<file path="src/rtl/inlet_dispense_sequencer_if.sv">
// Handshake/bus bundle between a run controller and the inlet dispense sequencer.
interface inlet_dispense_sequencer_if #(
  parameter int N_INLETS = 3,
  parameter int CNT_W    = 16
);
  logic                        i_start;
  logic                        i_abort;
  logic [N_INLETS*CNT_W-1:0]   i_dur;
  logic [N_INLETS-1:0]         o_valve_en;
  logic                        o_flush_en;
  logic                        o_busy;
  logic                        o_done;
  logic                        o_aborted;
  logic [2:0]                  o_cur_inlet;

  modport master (
    output i_start, i_abort, i_dur,
    input  o_valve_en, o_flush_en, o_busy, o_done, o_aborted, o_cur_inlet
  );

  modport slave (
    input  i_start, i_abort, i_dur,
    output o_valve_en, o_flush_en, o_busy, o_done, o_aborted, o_cur_inlet
  );
endinterface

</file>
<file path="src/rtl/inlet_dispense_sequencer.sv">
// Timed inlet valve / outlet flush sequencer: doses each nonzero inlet in index order,
// settles with valves closed after each dose, then flushes and pulses done.
//
// state    | meaning
// ---------+-----------------------------------------------------------
// S_IDLE   | waiting for start, all valves closed
// S_OPEN   | valve r_idx open, r_cnt counts remaining dose cycles
// S_SETTLE | valves closed after dosing r_idx, r_cnt counts settle cycles
// S_FLUSH  | outlet flush valve open, r_cnt counts flush cycles
// S_DONE   | one-cycle completion pulse, busy still high
module inlet_dispense_sequencer #(
  parameter int N_INLETS   = 3,
  parameter int CNT_W      = 16,
  parameter int SETTLE_CYC = 8,
  parameter int FLUSH_CYC  = 16
) (
  input logic                     clk,
  input logic                     rst,
  inlet_dispense_sequencer_if.slave bus
);

  localparam logic [2:0] S_IDLE   = 3'd0;
  localparam logic [2:0] S_OPEN   = 3'd1;
  localparam logic [2:0] S_SETTLE = 3'd2;
  localparam logic [2:0] S_FLUSH  = 3'd3;
  localparam logic [2:0] S_DONE   = 3'd4;

  logic [2:0]                r_state;
  logic [2:0]                r_idx;
  logic [CNT_W-1:0]          r_cnt;
  logic [N_INLETS*CNT_W-1:0] r_dur;

  logic                      w_first_vld;
  logic [2:0]                w_first_idx;
  logic [CNT_W-1:0]          w_first_dur;
  logic                      w_next_vld;
  logic [2:0]                w_next_idx;
  logic [CNT_W-1:0]          w_next_dur;
  logic                      w_cnt_zero;

  assign w_cnt_zero = (r_cnt == '0);

  // Descending scans leave the lowest qualifying index in the result, so zero-duration
  // inlets are skipped within the same cycle.
  always_comb begin
    w_first_vld = 1'b0;
    w_first_idx = '0;
    w_first_dur = '0;
    w_next_vld  = 1'b0;
    w_next_idx  = '0;
    w_next_dur  = '0;
    for (int k = N_INLETS - 1; k >= 0; k--) begin
      if (bus.i_dur[k*CNT_W +: CNT_W] != '0) begin
        w_first_vld = 1'b1;
        w_first_idx = 3'(k);
        w_first_dur = bus.i_dur[k*CNT_W +: CNT_W];
      end
      if ((k > int'(r_idx)) && (r_dur[k*CNT_W +: CNT_W] != '0)) begin
        w_next_vld = 1'b1;
        w_next_idx = 3'(k);
        w_next_dur = r_dur[k*CNT_W +: CNT_W];
      end
    end
  end

  always_ff @(posedge clk or posedge rst) begin
    if (rst) begin
      r_state         <= S_IDLE;
      r_idx           <= '0;
      r_cnt           <= '0;
      r_dur           <= '0;
      bus.o_valve_en  <= '0;
      bus.o_flush_en  <= 1'b0;
      bus.o_busy      <= 1'b0;
      bus.o_done      <= 1'b0;
      bus.o_aborted   <= 1'b0;
      bus.o_cur_inlet <= '0;
    end else begin
      bus.o_done    <= 1'b0;
      bus.o_aborted <= 1'b0;
      if (bus.i_abort && (r_state == S_OPEN || r_state == S_SETTLE || r_state == S_FLUSH)) begin
        r_state         <= S_IDLE;
        r_idx           <= '0;
        r_cnt           <= '0;
        bus.o_valve_en  <= '0;
        bus.o_flush_en  <= 1'b0;
        bus.o_busy      <= 1'b0;
        bus.o_aborted   <= 1'b1;
        bus.o_cur_inlet <= '0;
      end else begin
        case (r_state)
          S_IDLE: begin
            if (bus.i_start && !bus.i_abort) begin
              r_dur      <= bus.i_dur;
              bus.o_busy <= 1'b1;
              if (w_first_vld) begin
                r_state         <= S_OPEN;
                r_idx           <= w_first_idx;
                r_cnt           <= w_first_dur - CNT_W'(1);
                bus.o_valve_en  <= N_INLETS'(1) << w_first_idx;
                bus.o_cur_inlet <= w_first_idx;
              end else begin
                r_state        <= S_FLUSH;
                r_cnt          <= CNT_W'(FLUSH_CYC - 1);
                bus.o_flush_en <= 1'b1;
              end
            end
          end
          S_OPEN: begin
            if (w_cnt_zero) begin
              r_state        <= S_SETTLE;
              r_cnt          <= CNT_W'(SETTLE_CYC - 1);
              bus.o_valve_en <= '0;
            end else begin
              r_cnt <= r_cnt - CNT_W'(1);
            end
          end
          S_SETTLE: begin
            if (!w_cnt_zero) begin
              r_cnt <= r_cnt - CNT_W'(1);
            end else if (w_next_vld) begin
              r_state         <= S_OPEN;
              r_idx           <= w_next_idx;
              r_cnt           <= w_next_dur - CNT_W'(1);
              bus.o_valve_en  <= N_INLETS'(1) << w_next_idx;
              bus.o_cur_inlet <= w_next_idx;
            end else begin
              r_state         <= S_FLUSH;
              r_idx           <= '0;
              r_cnt           <= CNT_W'(FLUSH_CYC - 1);
              bus.o_flush_en  <= 1'b1;
              bus.o_cur_inlet <= '0;
            end
          end
          S_FLUSH: begin
            if (w_cnt_zero) begin
              r_state        <= S_DONE;
              bus.o_flush_en <= 1'b0;
              bus.o_done     <= 1'b1;
            end else begin
              r_cnt <= r_cnt - CNT_W'(1);
            end
          end
          S_DONE: begin
            r_state    <= S_IDLE;
            bus.o_busy <= 1'b0;
          end
          default: begin
            r_state         <= S_IDLE;
            r_idx           <= '0;
            r_cnt           <= '0;
            bus.o_valve_en  <= '0;
            bus.o_flush_en  <= 1'b0;
            bus.o_busy      <= 1'b0;
            bus.o_cur_inlet <= '0;
          end
        endcase
      end
    end
  end

endmodule

</file>
<file path="src/flat_wrapper.sv">
// flat-port wrapper written by rule: the top's interface ports become plain ports
module inlet_dispense_sequencer_flat 
#(
  parameter int N_INLETS   = 3,
  parameter int CNT_W      = 16,
  parameter int SETTLE_CYC = 8,
  parameter int FLUSH_CYC  = 16
)
  (clk, rst, bus_i_start, bus_i_abort, bus_i_dur, bus_o_valve_en, bus_o_flush_en, bus_o_busy, bus_o_done, bus_o_aborted, bus_o_cur_inlet);
  inlet_dispense_sequencer_if #(.N_INLETS(N_INLETS), .CNT_W(CNT_W)) bus_i ();
  input logic clk;
  input logic rst;
  input wire logic [$bits(bus_i.i_start)-1:0] bus_i_start;
  input wire logic [$bits(bus_i.i_abort)-1:0] bus_i_abort;
  input wire logic [$bits(bus_i.i_dur)-1:0] bus_i_dur;
  output wire logic [$bits(bus_i.o_valve_en)-1:0] bus_o_valve_en;
  output wire logic [$bits(bus_i.o_flush_en)-1:0] bus_o_flush_en;
  output wire logic [$bits(bus_i.o_busy)-1:0] bus_o_busy;
  output wire logic [$bits(bus_i.o_done)-1:0] bus_o_done;
  output wire logic [$bits(bus_i.o_aborted)-1:0] bus_o_aborted;
  output wire logic [$bits(bus_i.o_cur_inlet)-1:0] bus_o_cur_inlet;
  assign bus_i.i_start = bus_i_start;
  assign bus_i.i_abort = bus_i_abort;
  assign bus_i.i_dur = bus_i_dur;
  assign bus_o_valve_en = bus_i.o_valve_en;
  assign bus_o_flush_en = bus_i.o_flush_en;
  assign bus_o_busy = bus_i.o_busy;
  assign bus_o_done = bus_i.o_done;
  assign bus_o_aborted = bus_i.o_aborted;
  assign bus_o_cur_inlet = bus_i.o_cur_inlet;
  inlet_dispense_sequencer #(.N_INLETS(N_INLETS), .CNT_W(CNT_W), .SETTLE_CYC(SETTLE_CYC), .FLUSH_CYC(FLUSH_CYC)) u_core (.clk(clk), .rst(rst), .bus(bus_i));
endmodule
</file>
<file path="config.mk">
export PLATFORM = sky130hd
export DESIGN_NAME = inlet_dispense_sequencer_flat
export DESIGN_NICKNAME = d
export VERILOG_FILES = /design/src/rtl/inlet_dispense_sequencer_if.sv /design/src/rtl/inlet_dispense_sequencer.sv /design/src/flat_wrapper.sv
export SDC_FILE = /design/constraint.sdc
export NUM_CORES = 1
export LEC_CHECK = 0
export BUFFER_PORTS_ARGS = -buffer_cell sky130_fd_sc_hd__buf_2
export CORE_MARGIN = 3
export CORE_UTILIZATION = 45
export CTS_CLUSTER_SIZE = 14
export DETAILED_ROUTE_END_ITERATION = 10
export GPL_TIMING_DRIVEN = 0
export PLACE_DENSITY_LB_ADDON = 0.3
export SYNTH_ARGS = -nofsm -noshare
export SYNTH_HDL_FRONTEND = slang
export SYNTH_SLANG_ARGS = --single-unit
</file>
<file path="constraint.sdc">
create_clock -name clk -period 3.7 [get_ports clk]
set_input_delay 0 -clock clk [delete_from_list [all_inputs] [get_ports clk]]
set_output_delay 0 -clock clk [all_outputs]
set_load 0.01 [all_outputs]
</file>
---- Word-level counts from Yosys, hierarchy flattened ----
Cells that the tools add are included.
storage, ports and cells
  flip-flop bits (word level) ............. 77
  input bits .............................. 52
  logic and storage cells ................. 118
operators by class
  $add $sub $neg .......................... 3
  order comparisons ....................... 2
  equal/unequal tests ..................... 18
  shift operators ......................... 2
  mux-type cells .......................... 58
  bitwise operators ....................... 1
  reduce and logical (&&, ||, !) cells .... 25
operators by type and width
  kind                                                                      count
  16-bit 2-to-1 mux                                                         12
  16-bit case mux with 5 select lines                                       1
  16-bit nonzero test                                                       5
  16-bit by 1-bit subtractor with 16-bit output (second input constant)     3
  3-bit 2-to-1 mux                                                          15
  3-bit case mux with 4 select lines                                        2
  1-bit 2-to-1 mux                                                          17
  16-bit logical NOT                                                        1
  2-bit 2-to-1 mux                                                          8
  3-bit by 2-bit inequality test with 1-bit output (second input constant)  4
  6-bit AND reduction                                                       2
  2-bit by 1-bit inequality test with 1-bit output (second input constant)  5
  3-bit inequality test (second input constant)                             3
  3-bit case mux with 3 select lines                                        1
  4-bit AND reduction                                                       2
  3-bit by 2-bit equality test with 1-bit output (second input constant)    2
  3-bit by 1-bit inequality test with 1-bit output (second input constant)  2
  3-bit AND reduction                                                       2
  3-bit OR reduction                                                        2
  1-bit by 2-bit left shift with 3-bit output (first input constant)        2
  1-bit logical AND                                                         4
  1-bit case mux with 4 select lines                                        1
  2-bit OR reduction                                                        2
  3-bit by 1-bit equality test with 1-bit output (second input constant)    1
  9 further kinds                                                           10

---- Depth between registers and ports, before layout ----
  depth in word-level cells ............... 9
  depth in mapped cells ................... 14
  depth with buffers taken out ............ 13

---- Worst setup path before layout ----
No wires, ideal clock.
  kind .................................... reg-to-reg
  start point ............................. reg u_core.r_dur[22]
  end point ............................... reg u_core.r_cnt[10]
  library setup time ...................... 0.126 ns
  arrival time ............................ 3.030 ns
  data required time ...................... 3.574 ns
  slack ................................... 0.543 ns
  stages on the path, launching flop included .. 15
  buffers on the path ..................... 1
  period minus slack after synthesis ...... 3.157 ns
  cell sequence ........................... dfrtp_1 -> nor4_1 -> nand4_1 -> o21ai_0 -> buf_4 -> nand2_1 -> a21o_1 -> ha_1 -> o21a_1 -> o41ai_1 -> nor2_1 -> nand2_1 -> xor2_1 -> o32ai_1 -> a221o_1
between the ends
  cells in the longest elaborated chain, start to end .. 8
  elaborated cells between the ends (all ways) .. 9
RTL lines
  element                                        line                             source
  start, declared                                inlet_dispense_sequencer.sv:31   logic [N_INLETS*CNT_W-1:0] r_dur;
  start signal, assigned                         inlet_dispense_sequencer.sv:94   r_dur <= bus.i_dur;
  16-bit nonzero test                            inlet_dispense_sequencer.sv:58   if ((k > int'(r_idx)) && (r_dur[k*CNT_W +: CNT_W] != '0)) begin
  1-bit logical AND                              inlet_dispense_sequencer.sv:58
  16-bit 2-to-1 mux                              inlet_dispense_sequencer.sv:58
  16-bit by 1-bit subtractor with 16-bit output  inlet_dispense_sequencer.sv:124  r_cnt <= w_next_dur - CNT_W'(1);
  16-bit 2-to-1 mux (*)                          inlet_dispense_sequencer.sv:121  end else if (w_next_vld) begin
  16-bit 2-to-1 mux (*)                          inlet_dispense_sequencer.sv:119  if (!w_cnt_zero) begin
  16-bit case mux with 5 select lines (*)        inlet_dispense_sequencer.sv:91   case (r_state)
  16-bit 2-to-1 mux (*)                          inlet_dispense_sequencer.sv:81   if (bus.i_abort && (r_state == S_OPEN || r_state == S_SETTLE || r_state == S_FLUSH)) begin
  end signal, assigned                           inlet_dispense_sequencer.sv:99   r_cnt <= w_first_dur - CNT_W'(1);
  end signal, assigned                           inlet_dispense_sequencer.sv:120  r_cnt <= r_cnt - CNT_W'(1);
  end signal, assigned                           inlet_dispense_sequencer.sv:124
  end, declared                                  inlet_dispense_sequencer.sv:30   logic [CNT_W-1:0] r_cnt;
Every way passes the cells marked *; elsewhere a longest branch is shown, timed or not.
A chain may end at the register's enable or synchronous reset.

---- Worst setup path in the final report ----
  start point ............................. in bus_i_dur[21]
  end point ............................... reg u_core.r_cnt[6]
between the ends
  cells in the longest elaborated chain, start to end .. 8
  elaborated cells between the ends (all ways) .. 10
RTL lines
  element                                        line                             source
  start, declared                                flat_wrapper.sv:15               input wire logic [$bits(bus_i.i_dur)-1:0] bus_i_dur;
  16-bit nonzero test                            inlet_dispense_sequencer.sv:53   if (bus.i_dur[k*CNT_W +: CNT_W] != '0) begin
  16-bit 2-to-1 mux (2 in series)                inlet_dispense_sequencer.sv:53
  16-bit by 1-bit subtractor with 16-bit output  inlet_dispense_sequencer.sv:99
  16-bit 2-to-1 mux (*)                          inlet_dispense_sequencer.sv:96   if (w_first_vld) begin
  16-bit 2-to-1 mux (*)                          inlet_dispense_sequencer.sv:93   if (bus.i_start && !bus.i_abort) begin
  16-bit case mux with 5 select lines (*)        inlet_dispense_sequencer.sv:91
  16-bit 2-to-1 mux (*)                          inlet_dispense_sequencer.sv:81
  end signal, assigned                           inlet_dispense_sequencer.sv:99
  end signal, assigned                           inlet_dispense_sequencer.sv:104  r_cnt <= CNT_W'(FLUSH_CYC - 1);
  end signal, assigned                           inlet_dispense_sequencer.sv:112  r_cnt <= CNT_W'(SETTLE_CYC - 1);
Every way passes the cells marked *; elsewhere a longest branch is shown, timed or not. The select of a mux whose other input is x is not followed.

==> flow_summary.toml <==
[detailed_routing]
wire_per_inst_um = 20.1
drtPass1Iterations = 5
drt_iter0_drc = 484
ant_nets = 0
route.detailed.drc = 0
vias = 5060
vias_per_cell = 6.35
wl_um = 16000

[cts]
htreeDepth = 3
cts_tree = "built"
clkTransAtPathRegs_ps = 70
root_buffer = "clkbuf_8"
clock_latency_ps = 350
cts.sinks = 60
clockBufferDepth = 2
cts_buffers = 9

[sta]
worst_slew_pin_slew_ps = 976
maxSlewHeadroom_pct = 34.5
finalCriticalPeriod_ps = 3540
rsz0062_at_grt = "no"
fmax_mhz = 282
finalMaxSlewViolations = 0
finalSetupViolCount = 0
hold_viol = 0
period_share_pct = 95.8
skew_ps = 14.8

[floorplan]
boundaryPins = 62
start_util_pct = 47.0
rows = 36
die_x_um = 108
die_h_um = 108
die_area_um2 = 11600
fp.coreArea_um2 = 9950

[logic_synthesis]
yosys.area_share.adder_pct = 0.803
syn-num-nets = 605
synth-edff-count = 0
async_flop_share_pct = 100
synth_cell_types = 78
synthSimpleGateAreaFrac_pct = 23.9
netlist_instances = 550
synth.ff_latch_count = 60
synth_top_family_by_area = "compound AO/OA/AOI/OAI gates"
synthMuxAreaShare_pct = 9.42
synth_compound_area_share_pct = 25.1
syn_area_um2 = 4670
synth_xor_area_share_pct = 5.25
avgSynthCellArea_um2 = 8.50
ys_warn_count = 0
synth_seq_area_share_pct = 32.1
synth-main-ff-cell = "dfrtp_1"

[place]
gp_congestion = 1.06
dpl.hpwl_um = 12100
post_dp_cell_area_um2 = 5160
numPortBuffers = 60

[setup_path]
worstPathRequired_ps = 3920
cp_cell_sequence = "dlygate4sd3_1 -> buf_2 -> or4_1 -> nor4_4 -> buf_4 -> buf_2 -> a21oi_1 -> nor2_1 -> nor2_1 -> ha_1 -> o211ai_1 -> nor2_1 -> xnor2_1 -> nor2_1 -> a221o_1"
cp-end-kind = "flop"
path_delay_family = "simple AND/OR/NAND/NOR gates"
crit_fanout = 10
crit_top_cell = "nor2_1"
setup.worst_path.class = "input pin to flop"
max_stage_delay_ps = 670
start_kind = "input pin"
crit_arrival_ps = 3760
cpMaxStageDelayCell = "or4_1"
crit_buf_inv = 4

[global_routing]
met1_usage_pct = 36.8
grt_usage_pct = 28.2
grt.overflow.total = 0
top_usage_layer = "met2"
grt_first_pass_wirelength_um = 25800
grt.met3_usage_pct = 6.00
met2_usage_pct = 46.0
grt_start_max_net_pins = 34
antenna_found_initial = 0
grt_pass1_vias = 4978

[job]
drv_cap = 0

[power]
p_total_mw = 2.39
p_leak_nw = 2.34
power_density_nw_per_um2 = 416
worst_ir_drop_vdd_mv = 0.317

[cells_and_area]
fin_area_um2 = 5750
synthToLayoutAreaGrowth_pct = 23.0
fin_nets = 715
drive_above_1_share_pct = 22.1
antenna_cells = 0

[status]
status = "finished, final reports clean"

[worst_hold_path]
min_path_type = "input pin to flop"
[logic make-up after synthesis]
logic type / Yosys count
DFF: 60
buffers and inverters: 35
muxes: 40
other: 1
AOI/OAI and AO/OA: 169
xor gates and xnor gates: 28
and+or+nand+nor: 214
adders and majority gates: 3
[final timing paths]
kind,startpoint,endpoint,slack [ps],cells past startpoint
worst min-delay path,bus_i_abort,u_core.bus.o_aborted,50,2
worst max register to register,u_core.r_dur[16],u_core.r_cnt[10],170,14
max in group asynchronous,rst,u_core.r_dur[43],2790,4
worst max-delay path,bus_i_dur[21],u_core.r_cnt[6],160,15
min in group asynchronous,rst,u_core.r_state[2],280,3
worst min register to register,u_core.bus.o_valve_en[0],u_core.bus.o_valve_en[0],480,1
[worst register-to-register path: stages, from the launching register on]
cell     delay [ps]
dfrtp_1         420
nor3_2          430
nand4_1         270
o21ai_1         280
buf_4           230
nand2_1          70
a21o_1          180
ha_1            240
o21a_1          130
o41ai_1         150
nor2_1          230
nand2_1         190
xor2_1          170
o32ai_1          90
a221o_1         340
[sequential cells by signal, indices dropped and copies added (netlist names)]
register,cells
u_core.bus.o_busy,1
u_core.bus.o_done,1
u_core.bus.o_valve_en,3
u_core.bus.o_cur_inlet,2
u_core.bus.o_aborted,1
u_core.r_state,3
u_core.r_cnt,16
u_core.r_dur,32
u_core.bus.o_flush_en,1
[timing repair]
action                                  CTS  global route
endpoints found under the setup margin    5             6
hold endpoints to repair                 59             0
pin swaps                                 0             2
gates resized for setup                   4             3
hold buffers                             33             0
setup buffers                             0             5
[placed cells by master, fill, tap and decap left out, drive strengths merged, types with 6 or more instances in the layout]
| cell | n |
|---|---|
| a21oi | 50 |
| xnor2 | 19 |
| nand3 | 9 |
| or3 | 14 |
| clkbuf | 23 |
| nor3 | 28 |
| nor4 | 14 |
| a22oi | 6 |
| dfrtp | 60 |
| inv | 12 |
| xor2 | 9 |
| nand2 | 49 |
| mux2 | 32 |
| mux2i | 8 |
| buf | 76 |
| o21bai | 10 |
| a211oi | 7 |
| or4 | 11 |
| o211ai | 8 |
| nor2b | 7 |
| a21o | 6 |
| dlygate4sd3 | 33 |
| nor2 | 54 |
| a221oi | 7 |
| o21ai | 25 |
[report_power, final]
part | internal (mW) | switching [mW] | leakage (nW)
clock network | 0.322 | 0.281 | 0.0979
registers | 0.791 | 0.169 | 0.740
logic | 0.379 | 0.450 | 1.51
[Yosys cell counts (all sizes together), types with 7 or more instances]
| master | count | area share, % |
|---|---|---|
| o21ai | 25 | 2.8 |
| o211ai | 8 | 1.3 |
| or3 | 14 | 1.9 |
| a21oi | 50 | 5.6 |
| dfrtp | 60 | 32 |
| nor2 | 54 | 4.3 |
| xnor2 | 19 | 3.6 |
| or4 | 11 | 2.0 |
| nand2 | 49 | 4.0 |
| a221oi | 7 | 1.4 |
| nor4 | 14 | 2.3 |
| mux2 | 32 | 7.7 |
| mux2i | 8 | 1.7 |
| nor2b | 7 | 0.94 |
| inv | 12 | 0.96 |
| nand3 | 9 | 0.96 |
| buf | 10 | 1.3 |
| xor2 | 9 | 1.7 |
| nor3 | 28 | 3.1 |
| a211oi | 7 | 1.1 |
| o21bai | 10 | 1.7 |
| clkbuf | 13 | 1.0 |
[final cells by class]
cell class              count  area [µm²]
inverters                  12        45.0
multi-input cells         455        3050
flip-flops and latches     60        1500
fillers                   860        4210
clock inverters             5        52.6
plain buffers              23         109
repair buffers             99         688
well taps                 133         166
clock buffers              10         138
[metal layers]
metal / routed length [µm] / part of all wire (%)
met1: 6440 / 40
met2: 7510 / 47
met3: 1500 / 9.3
met4: 575 / 3.6
met5: 0 / 0
[stage by stage]
| stage | setup WS [ps] | utilization, % | instances | hold slack, ps | TNS, ps |
|---|---|---|---|---|---|
| final | 156 | 57.7 | 797 | 51.6 | 0 |
| after floorplan | 543 | - | 550 | 151 | 0 |
| after global placement | -194 | 51.6 | 743 | 265 | -407 |
| after CTS | 21.8 | 57.2 | 792 | 34.8 | 0 |
| after detailed placement | -308 | 51.8 | 744 | 124 | -846 |
| after global routing | 16.9 | 57.7 | 797 | 51.5 | 0 |
(Power assumes the default switching activity.)
